## src/rtl/base12_seq_alu_if.sv

```systemverilog
// Handshake bundle for the digit-serial base-12 ALU: command side in, result side out.
interface base12_seq_alu_if #(
  parameter int DIGITS = 6
);
  logic                  in_valid;
  logic                  in_ready;
  logic [2:0]            op;
  logic [4*DIGITS-1:0]   a;
  logic [4*DIGITS-1:0]   b;
  logic                  out_valid;
  logic                  out_ready;
  logic [4*DIGITS-1:0]   result;
  logic                  carry_out;
  logic                  error;

  modport master (
    output in_valid, op, a, b, out_ready,
    input  in_ready, out_valid, result, carry_out, error
  );

  modport slave (
    input  in_valid, op, a, b, out_ready,
    output in_ready, out_valid, result, carry_out, error
  );
endinterface

```

## src/rtl/base12_seq_alu.sv

```systemverilog
// Digit-serial duodecimal ALU: one base-12 digit per RUN cycle, LSD first, with
// valid/ready handshakes and invalid-digit / illegal-op rejection.
module base12_seq_alu #(
  parameter int DIGITS = 6
) (
  input logic            clk,
  input logic            reset,
  base12_seq_alu_if.slave bus
);
  localparam int W = 4 * DIGITS;
  localparam logic [3:0] LAST = 4'(DIGITS - 1);

  typedef enum logic [1:0] {IDLE, RUN, OUT} state_t;
  typedef enum logic [2:0] {
    OP_ADD  = 3'b000,
    OP_SUB  = 3'b001,
    OP_MULD = 3'b010,
    OP_SHL  = 3'b011,
    OP_SHR  = 3'b100,
    OP_CMP  = 3'b101
  } op_t;

  state_t         state, state_n;
  logic [2:0]     op_r, op_n;
  logic [W-1:0]   a_r, a_n, b_r, b_n, res_r, res_n;
  logic [3:0]     cnt, cnt_n;
  logic [3:0]     acc, acc_n, acc_step;
  logic           carry_r, carry_n, error_r, error_n;
  logic [3:0]     ai, bi, k, dig;
  logic [4:0]     sum5, src;
  logic [5:0]     diff6;
  logic [7:0]     prod8;

  // Out-of-range indices read as 0, which is exactly the shift fill digit.
  function automatic logic [3:0] digit_at(input logic [W-1:0] v, input logic [4:0] idx);
    logic [3:0] d;
    d = '0;
    for (int unsigned j = 0; j < DIGITS; j++)
      if (idx == j[4:0]) d = v[4*j +: 4];
    return d;
  endfunction

  function automatic logic bad_digits(input logic [W-1:0] v);
    logic bad;
    bad = 1'b0;
    for (int unsigned j = 0; j < DIGITS; j++)
      if (v[4*j +: 4] > 4'd11) bad = 1'b1;
    return bad;
  endfunction

  // Per-digit datapath; acc carries c / brw / multiply carry / compare code.
  always_comb begin
    ai       = digit_at(a_r, {1'b0, cnt});
    bi       = digit_at(b_r, {1'b0, cnt});
    k        = b_r[3:0];
    dig      = '0;
    acc_step = acc;
    sum5     = '0;
    diff6    = '0;
    prod8    = '0;
    src      = '0;
    case (op_r)
      OP_ADD: begin
        sum5 = {1'b0, ai} + {1'b0, bi} + {1'b0, acc};
        if (sum5 >= 5'd12) begin
          dig      = 4'(sum5 - 5'd12);
          acc_step = 4'd1;
        end else begin
          dig      = sum5[3:0];
          acc_step = 4'd0;
        end
      end
      OP_SUB: begin
        diff6 = {2'b0, ai} - {2'b0, bi} - {2'b0, acc};
        if (diff6[5]) begin
          dig      = 4'(diff6 + 6'd12);
          acc_step = 4'd1;
        end else begin
          dig      = diff6[3:0];
          acc_step = 4'd0;
        end
      end
      OP_MULD: begin
        prod8    = {4'b0, ai} * {4'b0, k} + {4'b0, acc};
        dig      = 4'(prod8 % 8'd12);
        acc_step = 4'(prod8 / 8'd12);
      end
      OP_SHL: begin
        src = {1'b0, cnt} - {1'b0, k};
        if (cnt >= k) dig = digit_at(a_r, src);
      end
      OP_SHR: begin
        src = {1'b0, cnt} + {1'b0, k};
        dig = digit_at(a_r, src);
      end
      OP_CMP: begin
        if (ai > bi)      acc_step = 4'd1;
        else if (ai < bi) acc_step = 4'd2;
      end
      default: ;
    endcase
  end

  always_comb begin
    state_n = state;
    op_n    = op_r;
    a_n     = a_r;
    b_n     = b_r;
    res_n   = res_r;
    cnt_n   = cnt;
    acc_n   = acc;
    carry_n = carry_r;
    error_n = error_r;
    case (state)
      IDLE: begin
        if (bus.in_valid) begin
          op_n    = bus.op;
          a_n     = bus.a;
          b_n     = bus.b;
          cnt_n   = '0;
          acc_n   = '0;
          res_n   = '0;
          carry_n = 1'b0;
          if (bus.op > 3'd5 || bad_digits(bus.a) || bad_digits(bus.b)) begin
            error_n = 1'b1;
            state_n = OUT;
          end else begin
            error_n = 1'b0;
            state_n = RUN;
          end
        end
      end
      RUN: begin
        for (int unsigned j = 0; j < DIGITS; j++)
          if (cnt == j[3:0]) res_n[4*j +: 4] = dig;
        acc_n = acc_step;
        cnt_n = cnt + 4'd1;
        if (cnt == LAST) begin
          state_n = OUT;
          case (op_r)
            OP_ADD, OP_SUB: carry_n = acc_step[0];
            OP_MULD:        carry_n = |acc_step;
            default:        carry_n = 1'b0;
          endcase
          if (op_r == OP_CMP) begin
            res_n      = '0;
            res_n[3:0] = acc_step;
          end
        end
      end
      OUT: begin
        if (bus.out_ready) state_n = IDLE;
      end
      default: state_n = IDLE;
    endcase
  end

  always_ff @(posedge clk) begin
    if (reset) begin
      state   <= IDLE;
      op_r    <= '0;
      a_r     <= '0;
      b_r     <= '0;
      res_r   <= '0;
      cnt     <= '0;
      acc     <= '0;
      carry_r <= 1'b0;
      error_r <= 1'b0;
    end else begin
      state   <= state_n;
      op_r    <= op_n;
      a_r     <= a_n;
      b_r     <= b_n;
      res_r   <= res_n;
      cnt     <= cnt_n;
      acc     <= acc_n;
      carry_r <= carry_n;
      error_r <= error_n;
    end
  end

  assign bus.in_ready  = (state == IDLE);
  assign bus.out_valid = (state == OUT);
  assign bus.result    = res_r;
  assign bus.carry_out = carry_r;
  assign bus.error     = error_r;
endmodule

```

## src/flat_wrapper.sv

```systemverilog
// flat-port wrapper written by rule: the top's interface ports become plain ports
module base12_seq_alu_flat 
#(
  parameter int DIGITS = 6
)
  (clk, reset, bus_in_valid, bus_op, bus_a, bus_b, bus_out_ready, bus_in_ready, bus_out_valid, bus_result, bus_carry_out, bus_error);
  base12_seq_alu_if #(.DIGITS(DIGITS)) bus_i ();
  input logic clk;
  input logic reset;
  input wire logic [$bits(bus_i.in_valid)-1:0] bus_in_valid;
  input wire logic [$bits(bus_i.op)-1:0] bus_op;
  input wire logic [$bits(bus_i.a)-1:0] bus_a;
  input wire logic [$bits(bus_i.b)-1:0] bus_b;
  input wire logic [$bits(bus_i.out_ready)-1:0] bus_out_ready;
  output wire logic [$bits(bus_i.in_ready)-1:0] bus_in_ready;
  output wire logic [$bits(bus_i.out_valid)-1:0] bus_out_valid;
  output wire logic [$bits(bus_i.result)-1:0] bus_result;
  output wire logic [$bits(bus_i.carry_out)-1:0] bus_carry_out;
  output wire logic [$bits(bus_i.error)-1:0] bus_error;
  assign bus_i.in_valid = bus_in_valid;
  assign bus_i.op = bus_op;
  assign bus_i.a = bus_a;
  assign bus_i.b = bus_b;
  assign bus_i.out_ready = bus_out_ready;
  assign bus_in_ready = bus_i.in_ready;
  assign bus_out_valid = bus_i.out_valid;
  assign bus_result = bus_i.result;
  assign bus_carry_out = bus_i.carry_out;
  assign bus_error = bus_i.error;
  base12_seq_alu #(.DIGITS(DIGITS)) u_core (.clk(clk), .reset(reset), .bus(bus_i));
endmodule
```

## config.mk

```make
export PLATFORM = sky130hd
export DESIGN_NAME = base12_seq_alu_flat
export DESIGN_NICKNAME = d
export VERILOG_FILES = /design/src/rtl/base12_seq_alu_if.sv /design/src/rtl/base12_seq_alu.sv /design/src/flat_wrapper.sv
export SDC_FILE = /design/constraint.sdc
export NUM_CORES = 1
export LEC_CHECK = 0
export CORE_ASPECT_RATIO = 0.75
export CORE_MARGIN = 2
export CORE_UTILIZATION = 46
export CTS_BUF_LIST = sky130_fd_sc_hd__clkbuf_4
export DETAILED_ROUTE_END_ITERATION = 6
export PLACE_DENSITY = 0.68
export SLEW_MARGIN = 20
export SYNTH_ARGS = -nofsm -noshare
export SYNTH_HDL_FRONTEND = slang
export SYNTH_SLANG_ARGS = --single-unit
```

## constraint.sdc

```tcl
create_clock -name clk -period 19.61 [get_ports clk]
set_input_delay 5.883 -clock clk [delete_from_list [all_inputs] [get_ports clk]]
set_output_delay 5.883 -clock clk [all_outputs]
set_load 0.05 [all_outputs]
```

; ---- Word level (Yosys, flattened, before mapping)
; Cells that the tools add are included.
[classes]
n_mux = 72
order_cmp = 17
add_sub_neg = 10
div_mod_pow = 2
n_eq_ne = 25
multipliers = 1
reduce_logical = 14
[ops]
columns = op, n
row1 = $mux W4, 36
row2 = $mux W24, 3
row3 = $gt A4 B4 Y1 const B, 12
row4 = $pmux W24 S2, 1
row5 = $mux W1, 21
row6 = $eq A5 B2 Y1 const B, 4
row7 = $eq A5 B3 Y1 const B, 4
row8 = $pmux W4 S5, 1
row9 = $pmux W4 S2, 2
row10 = $pmux W4 S4, 1
row11 = $add A4 B4 Y5, 2
row12 = $eq A5 B1 Y1 const B, 2
row13 = $logic_not A5 Y1, 2
row14 = $sub A4 B4 Y5, 2
row15 = $add A8 B4 Y8, 1
row16 = $div A8 B4 Y8 const B, 1
row17 = $eq A4 B2 Y1 const B, 2
row18 = $eq A4 B3 Y1 const B, 2
row19 = $mod A8 B4 Y8 const B, 1
row20 = $mul A4 B4 Y8, 1
row21 = $mux W2, 4
row22 = $eq A3 B2 Y1 const B, 2
row23 = $eq A3 B3 Y1 const B, 2
row24 = $pmux W2 S3, 1
row25 = 26 further kinds, 31
[totals]
output_inout_bits = 28
regBits = 87

; ---- Logic depth before layout (Yosys ltp)
[depth]
word_depth = 16
mapped_depth = 26
depth_no_buf = 25

; ---- Least setup slack after synthesis
; Ideal clock, no wire load.
[synth_timing]
path_type = register to output
start = register u_core.state[1]
end = output bus_out_valid
stages_incl_launch_ff = 2
t_arrival_ns = 1.176
slack_ns = 12.551
path_cell_list = dfxtp_1 > nor2b_1
[synth_via]
elab_chain_len = 1
[synth_rtl]
columns = element, line_no
row1 = start: declaration, base12_seq_alu.sv:23  ; state_t state, state_n;
row2 = start signal: assignment, base12_seq_alu.sv:170  ; state <= state_n;
row3 = $eq A2 B2 Y1, base12_seq_alu.sv:183  ; assign bus.out_valid = (state == OUT);
row4 = end: declaration, flat_wrapper.sv:16  ; output wire logic [$bits(bus_i.out_valid)-1:0] bus_out_valid;
; Every way passes these cells.

; ---- Worst setup path after layout
[layout_timing]
start = register u_core.state[1]
end = output bus_in_ready
[layout_via]
elab_chain_len = 1
[layout_rtl]
columns = element, line_no
row1 = $logic_not A2 Y1, base12_seq_alu.sv:182  ; assign bus.in_ready = (state == IDLE);
row2 = end: declaration, flat_wrapper.sv:15  ; output wire logic [$bits(bus_i.in_ready)-1:0] bus_in_ready;
; Every way passes these cells.

==> flow_metrics.tcl <==
set metrics [dict create \
    outcome "finished clean" \
    drv_cap 0 \
    crit_chain "nor2_1 > clkdlybuf4s50_1" \
    irDropWorstVdd_v 0.0000319 \
    viasPerCell 5.96 \
    cp_data_arrival_time_ns 2.12 \
    hold_class "reg2reg" \
    synth_area_per_cell_um2 7.62 \
    worst_pin_slew_ns 1.01 \
    die_y_um 109 \
    dp_hpwl_um 15700 \
    num_rows 38 \
    fin_nets 1053 \
    hold_viol_final 0 \
    initial_core_util_pct 47.0 \
    path_delay_family "buffers and inverters" \
    first_pass_iters 5 \
    ys_ff_latch 87 \
    cts_tree "done" \
    cts_num_sinks 87 \
    worstPathMaxFanout 9 \
    leakagePower_uw 0.00299 \
    postCtsSetupBuffers 0 \
    drt_wl_total_um 20500 \
    clockBufferDepth 2 \
    root_buffer "clkbuf_4" \
    rsz0062_at_grt "no" \
    start_kind "register" \
    cp.required_ns 13.73 \
    grt_pass1_wl_um 32600 \
    yosysSeqAreaShare_pct 25.7 \
    numCtsBuffers 9 \
    cts_hold_buf 0 \
    drive_gt1_share_pct 5.94 \
    synthTopCellsByArea "dfxtp_1 (26%), nand2_1 (8.4%), ha_1 (8.1%)" \
    finalCritPeriodShare_pct 40.8 \
    globalRouteOverflowTotal 0 \
    grt_start_max_net_pins 98 \
    tns_ns 0 \
    gp_congestion 0.961 \
    synth_edf_count 0 \
    synthCells 891 \
    htree_levels 3 \
    synth_ff_type "dfxtp_1" \
    vias 6809 \
    clkTransAtPathRegs_ns 0.17 \
    pwr_density_cell_nw_per_um2 51.9 \
    die_w_um 144 \
    endpoint_kind "output port" \
    netlist.area_leader.share_pct 25.7 \
    placed_cell_area_um2 7670 \
    drc 0 \
    finalSetupViolations 0 \
    diodes 0 \
    synth_area_um2 6790 \
    critPathBufInv 1 \
    insertion_delay_ns 0.47 \
    avgRoutedWirePerCell_um 18.0 \
    dieArea_um2 15800 \
    boundaryPins 83 \
    synth_common_cells "nand2_1 (151), a21oi_1 (88), dfxtp_1 (87)" \
    synthToLayoutAreaGrowth_pct 15.2 \
    grt_pass1_vias 6067 \
    fill_cells 1424 \
    final-max-slew-violation-count 0 \
    synth_most_common_cell "nand2_1" \
    period_minus_slack_ns 8.00 \
    ys_async_sr_fraction_pct 0 \
    core_um2 14500 \
    slew_headroom_pct 32.5 \
    grt_usage_pct 26.5 \
    fmaxAchievable_mhz 125 \
    antenna_found_initial 0 \
    yosys_warnings 0 \
    cp_slowest_cell "clkdlybuf4s50_1" \
    slowest_delay_ns 0.88 \
    synth_top_cell_by_area "dfxtp_1" \
    worst_clock_skew_ns 0.0349 \
    first_iter_violations 779 \
    setup.worst_path.class "reg2out" \
    synth.distinct_cells 82 \
    drtAntennaViolNets 0 \
    ctsResizeCount 0 \
    final_cell_area_um2 7820 \
    syn-num-nets 1006 \
    port_buffers 82 \
]
[where the power goes]
part	leakage, µW	total [µW]	internal (µW)	switching (µW)
registers	0.000710	194	184	9.70
logic	0.00220	109	46.0	62.5
clock network	0.0000748	104	30.2	73.7
total	0.00299	406	260	146
[through the flow]
stage / power (µW) / setup WS [ns] / hold WS [ns] / util (%) / std cells
global placement: 303 / 11.84 / 0.439 / 53.1 / 1127
detailed placement: 303 / 11.81 / 0.446 / 53.1 / 1127
CTS: 405 / 11.58 / 0.466 / 54.1 / 1143
floorplan: 268 / 12.55 / 0.436 / - / 891
finish: 406 / 11.61 / 0.465 / 54.1 / 1143
global route: 427 / 11.13 / 0.491 / 54.1 / 1143
[cell type report]
type,count,area (µm²),area share [%]
multi-input combinational,717,4690,60.0
sequential,87,1740,22.3
timing repair buffer,87,853,10.9
tap,200,250,3.20
inverter,36,135,1.73
clock inverter,7,75.1,0.960
clock buffer,9,67.6,0.864
[layer usage]
metal / global-route usage (%) / wire [µm]
met5: 0 / 0
met4: 5.96 / 281
met3: 4.00 / 1650
met2: 38.2 / 8340
met1: 41.3 / 10300
[final timing paths]
path	slack, ns	cells after the start	startpoint	endpoint
max reg2reg	11.74	22	u_core.cnt[1]	u_core.bus.result[6]
max	11.61	2	u_core.state[1]	bus_in_ready
min reg2reg	0.47	2	u_core.bus.result[0]	u_core.bus.result[0]
min	0.47	2	u_core.bus.result[0]	u_core.bus.result[0]
[registers in the layout, indices dropped and copies added, names as in the netlist]
| register | flops |
|---|---|
| u_core.a_r | 24 |
| u_core.b_r | 24 |
| u_core.bus.result | 24 |
| u_core.acc | 4 |
| u_core.cnt | 4 |
| u_core.op_r | 3 |
| u_core.state | 2 |
| u_core.bus.carry_out | 1 |
| u_core.bus.error | 1 |
[worst register-to-register path: cells and delay by family (launching register included)]
kind	cells	cell delay, ns
AOI/OAI and AO/OA	8	2.55
buffers and inverters	1	0.21
adders and majority gates	5	2.07
DFF	1	0.41
and+or+nand+nor	8	2.55
[cells in the final DEF, fill, tap and decap left out, drive strengths merged, types with 7 or more instances in the layout]
cell type / count
a211oi: 17
a21o: 7
a21oi: 89
a221oi: 21
a22oi: 25
and2: 20
clkbuf: 9
clkdlybuf4s50: 81
dfxtp: 87
fa: 16
ha: 44
inv: 39
nand2: 151
nand2b: 10
nand3: 10
nor2: 82
nor2b: 22
nor3: 23
o21a: 7
o21ai: 32
o31ai: 14
xnor2: 8
[logic make-up (layout without fill, tap and decap cells)]
group                      after synthesis  count (layout)  share of synthesized area, %
and+or+nand+nor                        357             357                          24.2
AOI/OAI and AO/OA                      275             275                          28.4
DFF                                     87              87                          25.7
buffers and inverters                   87             139                          5.18
adders and majority gates               61              61                          13.0
xor gates and xnor gates                12              12                          1.55
muxes                                   12              12                          2.05
(Power assumes the default switching activity.)
